<file path="config.mk">
export PLATFORM = sky130hd
export DESIGN_NAME = safety_island_boot_ctrl
export DESIGN_NICKNAME = d
export VERILOG_FILES = /design/src/rtl/safety_island_pkg.sv /design/src/rtl/safety_island_boot_ctrl.sv
export SDC_FILE = /design/constraint.sdc
export NUM_CORES = 1
export LEC_CHECK = 0
export ABC_AREA = 0
export CAP_MARGIN = 10
export CORE_AREA = 4 4 83 85
export CTS_CLUSTER_DIAMETER = 30
export DETAILED_ROUTE_END_ITERATION = 10
export DIE_AREA = 0 0 87 89
export GPL_TIMING_DRIVEN = 0
export PLACE_DENSITY = 0.85
export SLEW_MARGIN = 10
export SYNTH_ARGS = -nofsm -noshare
export SYNTH_HDL_FRONTEND = slang
export SYNTH_SLANG_ARGS = --single-unit
</file>
<file path="constraint.sdc">
create_clock -name clk_i -period 3 [get_ports clk_i]
set_clock_uncertainty 0.05 [all_clocks]
set_input_delay 0.3 -clock clk_i [delete_from_list [all_inputs] [get_ports clk_i]]
set_output_delay 0.3 -clock clk_i [all_outputs]
set_load 0.02 [all_outputs]
</file>
<file path="src/rtl/safety_island_pkg.sv">
// Shared types for the safety island: boot mode straps and boot controller FSM encoding.
package safety_island_pkg;

  typedef enum logic [1:0] {
    Jtag      = 2'b00,
    Preloaded = 2'b01
  } bootmode_e;

  typedef enum logic [2:0] {
    Reset  = 3'd0,
    Sample = 3'd1,
    Scrub  = 3'd2,
    Wait   = 3'd3,
    Launch = 3'd4,
    Run    = 3'd5
  } boot_ctrl_state_e;

endpackage

</file>
<file path="src/rtl/safety_island_boot_ctrl.sv">
// Boot sequencer: samples boot mode, zero-scrubs ECC SRAM in Jtag mode,
// then releases the core with a captured boot address.
module safety_island_boot_ctrl
  import safety_island_pkg::*;
#(
  parameter int unsigned          NumBanks     = 2,
  parameter int unsigned          BankNumBytes = 32'h0001_0000,
  parameter int unsigned          AddrWidth    = 32,
  parameter logic [AddrWidth-1:0] MemBaseAddr  = '0
) (
  input  logic                 clk_i,
  input  logic                 rst_ni,
  input  bootmode_e            bootmode_i,
  input  logic [31:0]          soc_ctrl_boot_addr_i,
  input  logic                 soc_ctrl_fetch_en_i,
  output logic                 mem_req_o,
  input  logic                 mem_gnt_i,
  output logic [AddrWidth-1:0] mem_addr_o,
  output logic                 mem_we_o,
  output logic [3:0]           mem_be_o,
  output logic [31:0]          mem_wdata_o,
  output logic                 init_done_o,
  output logic                 fetch_en_o,
  output logic [31:0]          boot_addr_o
);

  localparam int unsigned TotalWords = NumBanks * BankNumBytes / 4;
  localparam int unsigned CntW       = (TotalWords > 1) ? $clog2(TotalWords) : 1;
  localparam logic [CntW-1:0] LastCnt = CntW'(TotalWords - 1);

  boot_ctrl_state_e  r_state, w_state_nxt;
  logic [CntW-1:0]   r_cnt;
  logic              r_init_done;
  logic [31:0]       r_boot_addr;
  logic              w_scrub_gnt;
  logic              w_last_gnt;

  assign w_scrub_gnt = (r_state == Scrub) && mem_gnt_i;
  assign w_last_gnt  = w_scrub_gnt && (r_cnt == LastCnt);

  // Anything other than Preloaded scrubs: an unscrubbed bank is the unsafe outcome.
  always_comb begin
    w_state_nxt = r_state;
    case (r_state)
      Reset:   w_state_nxt = Sample;
      Sample:  w_state_nxt = (bootmode_i == Preloaded) ? Launch : Scrub;
      Scrub:   if (w_last_gnt) w_state_nxt = Wait;
      Wait:    if (soc_ctrl_fetch_en_i) w_state_nxt = Launch;
      Launch:  w_state_nxt = Run;
      Run:     w_state_nxt = Run;
      default: w_state_nxt = Reset;
    endcase
  end

  always_ff @(posedge clk_i or negedge rst_ni) begin
    if (!rst_ni) begin
      r_state     <= Reset;
      r_cnt       <= '0;
      r_init_done <= 1'b0;
      r_boot_addr <= '0;
    end else begin
      r_state <= w_state_nxt;
      // Counter parks on the last word so the address never wraps back to bank 0.
      if (w_scrub_gnt && !w_last_gnt) r_cnt <= r_cnt + 1'b1;
      if (w_last_gnt || r_state == Launch) r_init_done <= 1'b1;
      if (r_state == Launch) r_boot_addr <= soc_ctrl_boot_addr_i;
    end
  end

  assign mem_req_o   = (r_state == Scrub);
  assign mem_we_o    = mem_req_o;
  assign mem_be_o    = 4'hF;
  assign mem_wdata_o = 32'h0;
  assign mem_addr_o  = MemBaseAddr + AddrWidth'({r_cnt, 2'b00});
  assign init_done_o = r_init_done;
  assign fetch_en_o  = (r_state == Run);
  assign boot_addr_o = r_boot_addr;

endmodule

</file>
# Word-level counts from Yosys, hierarchy flattened
# Index checks and enable logic that the tools add are counted.
# totals
regBits,51
inputBits,38
out_inout_bits,104
wordCells,26
# op_classes
addsub,1
eq_ne,9
mux,4
reduce_logical,8
# ops
op,count
"adder 15 x 1 -> 15 bit, second input constant",1
"equality test 15 bit, second input constant",1
one-hot mux 3 bit (5 select lines),1
two-way mux 3 bit,3
"equality test 3 x 2 -> 1 bit, second input constant",2
"equality test 3 bit, second input constant",2
"equality test 3 x 1 -> 1 bit, second input constant",1
logical AND 1 bit,3
logical NOT 3 bit,1
"equality test 2 x 1 -> 1 bit, second input constant",1
"!= test 2 x 1 -> 1 bit, second input constant",1
"!= test 2 bit, second input constant",1
AND reduction 2 bit,1
OR reduction 2 bit,1
logical NOT 1 bit,1
logical OR 1 bit,1

# Longest topological paths before layout
# Gate-level depths: netlist of the first run.
# logic_depth
depth_word,5
mapped_depth,6
depth_no_buf,5

# Worst setup path before layout of the first run
# No wires, ideal clock.
# synth_path
path_type,reg-to-reg
startpoint,register r_cnt[0]
endpoint,register r_cnt[9]
setup_time_ps,139
arrival_ps,1728
t_required_ps,2811
path_slack_ps,1082
path_stages_with_launch,7
path_buffers,1
period_less_slack_ps,1918
path_cell_list,dfrtp_1 ha_1 nand3_1 nor4_1 buf_2 nor4b_1 xor2_1
# synth_between
elab_chain_cells,4
elab_cells_between_ends,5
classes_between,add/sub: 1; eq/ne: 1; reduce/logical: 3
# synth_rtl
element,line,rtl
"start, declared",safety_island_boot_ctrl.sv:32,logic [CntW-1:0] r_cnt;
"start signal, assigned",safety_island_boot_ctrl.sv:64,if (w_scrub_gnt && !w_last_gnt) r_cnt <= r_cnt + 1'b1;
branches (longest 4 deep; another with adder 15 x 1 -> 15 bit),n/a,
# Parallel ways; which one is timed is not known.
# A chain may end at the register's enable or synchronous reset.

# Worst setup path after layout of the first run
# layout_path
startpoint,register r_state[2]
endpoint,output mem_we_o
# layout_between
elab_chain_cells,1
# layout_rtl
element,line,rtl
"start, declared",safety_island_boot_ctrl.sv:31,"boot_ctrl_state_e r_state, w_state_nxt;"
"start signal, assigned",safety_island_boot_ctrl.sv:57,r_state <= Reset;
"start signal, assigned",safety_island_boot_ctrl.sv:62,r_state <= w_state_nxt;
equality test 3 x 2 -> 1 bit,safety_island_boot_ctrl.sv:70,assign mem_req_o = (r_state == Scrub);
"end, declared",safety_island_boot_ctrl.sv:19,"output logic mem_we_o,"
# No other way between the ends.

==> results of run 1 <==
==> worst max-delay path, delay by kind of cell (launching register included) <==
family                 cells  cell delay [ns]
buffers and inverters      3             0.77
and+or+nand+nor            1             0.44
DFF                        1             0.44
==> repair_timing <==
action                    in CTS  in global routing
hold buffers                   1                  0
resized for setup              0                  0
hold endpoints to repair      23                  0
==> synth_stat cells <==
library cell,number
sky130_fd_sc_hd__o31ai_1,1
sky130_fd_sc_hd__nand3b_1,1
sky130_fd_sc_hd__a21oi_1,1
sky130_fd_sc_hd__nor4b_1,2
sky130_fd_sc_hd__xor2_1,11
sky130_fd_sc_hd__mux2_4,1
sky130_fd_sc_hd__or4_4,1
sky130_fd_sc_hd__nand2_1,9
sky130_fd_sc_hd__a31oi_1,2
sky130_fd_sc_hd__nand3_1,7
sky130_fd_sc_hd__or3b_4,1
sky130_fd_sc_hd__mux2_2,33
sky130_fd_sc_hd__buf_2,4
sky130_fd_sc_hd__nor3_2,1
sky130_fd_sc_hd__nor4_1,4
sky130_fd_sc_hd__dfrtp_1,51
sky130_fd_sc_hd__a211o_1,1
sky130_fd_sc_hd__nor2_1,5
sky130_fd_sc_hd__o21a_1,1
sky130_fd_sc_hd__inv_2,1
sky130_fd_sc_hd__or2_2,2
sky130_fd_sc_hd__o21ai_0,2
sky130_fd_sc_hd__ha_1,1
sky130_fd_sc_hd__nor3b_1,1
sky130_fd_sc_hd__nor4_2,1
sky130_fd_sc_hd__inv_1,4
sky130_fd_sc_hd__nor2b_1,1
sky130_fd_sc_hd__nand4_1,4
sky130_fd_sc_hd__nand2b_1,2
sky130_fd_sc_hd__buf_4,55
sky130_fd_sc_hd__nor3_1,2
sky130_fd_sc_hd__conb_1,2
==> path summary, 6_finish.rpt <==
kind	startpoint	end	slack (ns)	cells after the start
max	r_state[2]	mem_we_o	0.70	4
min	init_done_o	init_done_o	0.42	1
max reg2reg	r_cnt[1]	r_cnt[6]	0.85	6
min reg2reg	init_done_o	init_done_o	0.42	1
max in group asynchronous	rst_ni	boot_addr_o[5]	1.89	3
min in group asynchronous	rst_ni	r_cnt[5]	0.47	2
==> metrics by stage <==
stage / setup slack [ns] / cell area, um2 / cells / hold slack, ns / power (uW)
6_report: 0.7023 / 3832 / 441 / 0.4229 / 1414
5_1_grt: 0.6385 / 3832 / 441 / 0.4456 / 1492
4_1_cts: 0.6846 / 3832 / 441 / 0.4268 / 1434
3_5_place_dp: 0.8762 / 3722 / 432 / 0.2732 / 1007
3_3_place_gp: 0.04438 / 3707 / 431 / 0.4055 / 999.6
2_1_floorplan: 1.082 / 2730 / 266 / -0.04559 / 891.8
==> area by class of cell <==
cell class | instances | area (um2)
Sequential cell | 51 | 1276
Fill cell | 516 | 2372
Timing Repair Buffer | 90 | 905.9
Clock buffer | 8 | 100.1
Inverter | 5 | 18.77
Multi-Input combinational cell | 151 | 1002
Tap cell | 77 | 96.34
Buffer | 59 | 432.9
==> sequential cells by signal (all words and copies together), names as in the netlist <==
register and flops:
r_cnt 15, r_state 3, init_done_o 1, boot_addr_o 32
==> routing by layer <==
metal	vias up	global-route usage, %	wire length, um
li1	918	-	-
met1	882	15.40	2035
met2	78	25.81	2975
met3	4	3.502	484
met4	0	4.674	29
met5	-	0	0
==> cells by family (layout without fill, tap and decap cells) <==
group                    Yosys count  after routing
AND/OR/NAND/NOR                   44             44
XOR/XNOR                          11             11
AO/OA/AOI/OAI                      8              8
buffers and inverters             64            162
adder cells (fa/ha/maj)            1              1
multiplexers                      34             34
flip-flops                        51             51
other                              2             53
==> where the power goes <==
part | switching [uW] | total (uW) | internal [uW]
registers | 10.7 | 719 | 709
logic | 133 | 276 | 143
clock network | 208 | 419 | 211
==> metrics list, run 1 <==
- Buffers on Ports: 88
* Critical Path, Cell by Cell: or3b_4, inv_2, buf_4, clkdlybuf4s50_1
- The final count of hold timing violations was 0.
* Setup CP Type: flip-flop to output port
- After synthesis the netlist holds a flip-flop and latch count of 51.
- Once the clock tree was built, the setup fixing pass inserted 0 buffers.
- The worst hold path belongs to the class flip-flop to flip-flop.
- The tool flagged a number of max-cap violations equal to 0.
- Worst Path Arrival: 1.95 ns
* Total grt overflow: 0
- The congestion estimate from routability-driven global placement came to 0.8156.
- TritonCTS Buffers: 5
- Status: complete, no violations
- For this run, design rule violations remaining after detail routing come to 0.
- The number of global-route vias before repair was 1867.
- For this design, the slowest cell found on the critical path is sky130_fd_sc_hd__clkdlybuf4s50_1.
- Mean instance size in the synthesized netlist: 11.81 um2
* Static leakage: 0.001859 uW
- Unrepaired setup endpoints after global routing: false
- Clock tree from TritonCTS: yes
- Clock-pin slew was measured on the worst setup and hold paths at 0.09 ns.
- CTS sink count: 51
* Finish-stage setup viols: 0
* Yosys warns: 0
- Of the post-synthesis cell area, the dominant cell type holds 50.27%.
* Number of nets at the end of the flow: 402
- Vias after detailed routing: 1882
- The routed design could run at a clock period as short as 2.298 ns.
- After synthesis, the largest family of logic cells by area is buffers and inverters.
- Adder and majority cell fraction of the synthesized area: 0.4929%
- STA classifies the critical path startpoint as a flip-flop.
- Final Util: 61.77%
- Compound-cell area share of the yosys netlist: 2.021%
* Total iterations of the first detailed-routing run: 4
* Parity-gate share of the synthesized area counting xor and xnor cells: 3.795%
- Area fraction in and, or, nand and nor cells after synthesis: 10.10%
* Number of antenna violations at the first check in global routing: 0
- Leaving out fill and tap cells, the most frequent cells in the layout are sky130_fd_sc_hd__clkdlybuf4s50_1, sky130_fd_sc_hd__buf_4, sky130_fd_sc_hd__conb_1.
* Area of the mapped netlist: 2539 um2
- Dividing the final minimum period by the clock period gives 76.59%.
- Global routing consumed, over all layers together, 13.88% of the routing resources.
* Clock latency of the later-clocked register in the worst-skew pair: 0.29 ns
- Count of inserted antenna diode cells: 0
- Number of instances in the synthesized netlist: 215
* Worst Max-Slew Pin Slew: 0.5536 ns
- Ports: 142
* Core box area: 6205 um2
- DRC marker count from the first detailed-route iteration: 57
- Area growth from synthesis to final layout: 50.96%
- In the final routed layout, each cell accounts on average for 12.53 um.
- Largest net degree at the start of global routing: 29
* Cell types with the largest area share after synthesis: sky130_fd_sc_hd__dfrtp_1, sky130_fd_sc_hd__buf_4, sky130_fd_sc_hd__mux2_2
* Final-layout setup total negative slack: 0 ns
- Of all cell types, the one taking the most synthesized area is sky130_fd_sc_hd__dfrtp_1.
- Dividing the detail-routed via count by the number of cells gives 4.268.
- Half-perimeter wire length of the detailed placement result: 4484 um
* Cell row count: 29
- Of the synthesized area, sequential elements account for 50.27%.
- The worst setup path is captured at an output port.
* Antenna violation net count after detailed routing: 0
- The die covers 7743 um2.
- Height of the die: 89 um
* Starting Density: 40.92%
- The number of max-slew violations in the final report was 0.
* Leading cell type in the layout, fill and taps excluded: sky130_fd_sc_hd__clkdlybuf4s50_1
- CTS root buf: sky130_fd_sc_hd__clkbuf_8
* Max Root-Sink Buffers: 2
- Critical path data required time: 2.65 ns
- For this design the ratio of total power to cell area is 369.1 nW/um2.
- Layout cells sized above 1: 29.95%
- In this design, the stage delay of the slowest critical-path cell is 0.59 ns.
* Maximum clock frequency: 435.2 MHz
- H-tree depth reported by CTS: 2
* Number of distinct library cell variants in the gate-level netlist after synthesis: 32
* Multiplexer share of the synthesized area: 15.23%
- Normalized max-slew margin: 63.09%
* Worst-path maximum fanout: 6
* DIE WIDTH: 87 um
- Maximum resistive drop on vdd: 0.0002543 V
- DRT Wirelength: 5524 um
- First-pass GRT wire length: 8556 um
(Power assumes the default switching activity.)
==> inputs of run 2 (changes only) <==
- CORE_AREA: 4 4 83 85 -> 4 4 91 93
- DIE_AREA: 0 0 87 89 -> 0 0 95 97
- PLACE_DENSITY: 0.85 -> 0.75
- clock period: 3 -> 2.1 ns (I/O delays scaled with it)
==> run 2 against run 1 <==
Core utilization shrank 9.7 points. Worst hold slack lost 0.056 ns. Register-to-register slack lost 0.71 ns. Clock-buffer cell count shrank 2. Non-clock buffer count is the same. Die area grew 19%. Critical path type unchanged.
==> metrics list, run 2 (same netlist as run 1, synthesis figures left out) <==
* Setup CP Type: flip-flop to output port
- DRT Wirelength: 5639 um
- The number of max-slew violations in the final report was 0.
- The placed instances occupy a cell area of 3754 um2.
* Static leakage: 0.001917 uW
- The net count of the finished layout is 402.
* Half-perimeter wire length of the detailed placement result: 4355 um
- DRC marker count from the first detailed-route iteration: 26
- The path class of the tightest hold or removal check is input pin to async pin.
- The longest clock path from root to sink contains 2 buffers.
- Setup violations remaining at the end of the flow were counted as 0.
- Critical register-to-register path startpoint: r_cnt[4]
* # placed instances: 457
* Metal3 WL: 460 um
- Core box area: 7527 um2
- Normalized max-slew margin: 64.52%
* Worst-path maximum fanout: 6
- Max reg flops: 32
- The library cell used most frequently in the layout, excluding fill and tap cells, is sky130_fd_sc_hd__clkdlybuf4s50_1.
* Vias after detailed routing: 1855
- Launching element type of the critical path: flip-flop
* Final worst path period share: 93.52%
* Highest routing layer actually used: met4
* Multi-input gate area in the final layout: 1031 um2
- Post-layout worst setup margin: 0.1361 ns
- Total grt overflow: 0
- The later pin in the worst-skew pair is clocked with a latency of 0.29 ns.
- The worst-case IR drop observed on VDD is 0.0003428 V.
- The congestion estimate from routability-driven global placement came to 0.8002.
* Layout cells sized above 1: 30.49%
- Floorplan die area: 9215 um2
- Summed over all nets, wire length on met2 after detailed routing comes to 2814 um.
- At the worst endpoint, the required time is 1.84 ns.
- In this run, CTS created clock tree buffers numbering 5.
- Non-filler cells in the finished layout: 466
- Hold Worst Slack: 0.3669 ns
- In the final routed layout, each cell accounts on average for 12.10 um.
- Global routing used 12.23% of the available tracks.
* Post-CTS repair timing setup buffer count: 0
- The first global-routing pass estimated 9066 um of wire.
* Setup slack at placement: 0.07420 ns
- CTS built an H-tree with a depth of 2.
- Total iterations of the first detailed-routing run: 4
* DRC: 0
- Largest net degree at the start of global routing: 31
- STA classifies the critical path endpoint as an output port.
- Sequential Area: 1276 um2
- DRT met1 WL: 2319 um
- Count of inserted antenna diode cells: 0
- Worst Path Arrival: 1.70 ns
- Number of antenna violations at the first check in global routing: 0
- Setup repair after global routing left no endpoint under its margin.
* Starting Density: 33.73%
* Worst Max-Slew Pin Slew: 0.5321 ns
- From bottom edge to top edge, the die measures 97 um.
- Ports: 142
- Clock-pin slew was measured on the worst setup and hold paths at 0.09 ns.
- For flop-to-flop paths, the worst setup slack is 0.14 ns.
- Measured in cells, the most critical reg-to-reg path has a length of 5.
- The flow ran to the end, and the final reports show no timing, DRC or antenna violations.
- CTS root buf: sky130_fd_sc_hd__clkbuf_8
- The die is 95 um wide.
- Buffers on Ports: 88
- # fillers: 707
- RR Endpoint: r_cnt[8]
* Max Cap Viol: 0
- The finished cells cover 3923 um2.
- In the routed layout, each cell is associated on average with a via count of 3.981.
- PwrDens: 563.7 nW/um2
* Most frequent cells in the layout: sky130_fd_sc_hd__clkdlybuf4s50_1, sky130_fd_sc_hd__buf_4, sky130_fd_sc_hd__conb_1
- Fin crit period: 1.964 ns
- The number of global-route vias before repair came to 1883.
- Antenna violation net count after detailed routing: 0
- The final count of hold timing violations is 0.
* Cell row count: 32
* CTS sink count: 51
- Area growth from synthesis to final layout: 54.51%
- TritonCTS built the clock tree.
- Maximum clock frequency: 509.2 MHz
run 2: worst max-delay path by stage:
stage | cells after the start | end | startpoint | slack (ns)
6_report | 4 | mem_we_o | r_state[2] | 0.14
5_1_grt | 6 | r_cnt[1] | r_state[1] | 0.02
4_1_cts | 6 | r_cnt[9] | r_cnt[0] | 0.04
3_5_place_dp | 6 | r_cnt[2] | r_cnt[0] | 0.07
3_3_place_gp | 1 | boot_addr_o[8] | rst_ni | -0.86
2_1_floorplan | 6 | r_cnt[9] | r_cnt[0] | 0.18
run 2: layer usage:
metal	vias to the layer above	GRT usage, %
met5	-	0
met4	0	2.775
met3	4	3.577
met2	76	21.04
met1	867	14.92
li1	908	-
run 2: timing repair:
| item | in CTS | in global routing |
|---|---|---|
| endpoints found under the setup margin | 2 | 12 |
| hold endpoints to repair | 21 | 0 |
| gates resized for setup | 2 | 4 |
| hold buffers | 1 | 0 |
| pin swaps | 0 | 0 |
run 2: power by group:
part	total [uW]	internal [uW]	switching, uW
Combinational	393	205	189
Clock	790	476	314
Sequential	1030	1010	14.9
run 2: layout make-up:
class | instances | share of cell area, %
buffer | 59 | 11.04
clock buffer | 6 | 1.850
clock inverter | 2 | 1.531
inverter | 5 | 0.4785
multi-input combinational | 151 | 26.28
sequential | 51 | 32.54
tap | 102 | 3.254
timing repair buffer | 90 | 23.03
run 2: metrics by stage:
| step | TNS, ns | power (uW) | util (%) |
|---|---|---|---|
| after floorplan | 0 | 1274 | - |
| after global placement | -43.96 | 1431 | 49.67 |
| after detailed placement | 0 | 1439 | 49.87 |
| after CTS | 0 | 2244 | 51.73 |
| after global routing | 0 | 2310 | 52.11 |
| final | 0 | 2211 | 52.11 |
run 2: worst max-delay path: stages (launching register included):
cell                            delay (ns)
sky130_fd_sc_hd__dfrtp_1              0.44
sky130_fd_sc_hd__or3b_4               0.46
sky130_fd_sc_hd__inv_2                0.09
sky130_fd_sc_hd__buf_4                0.10
sky130_fd_sc_hd__dlygate4sd2_1        0.33
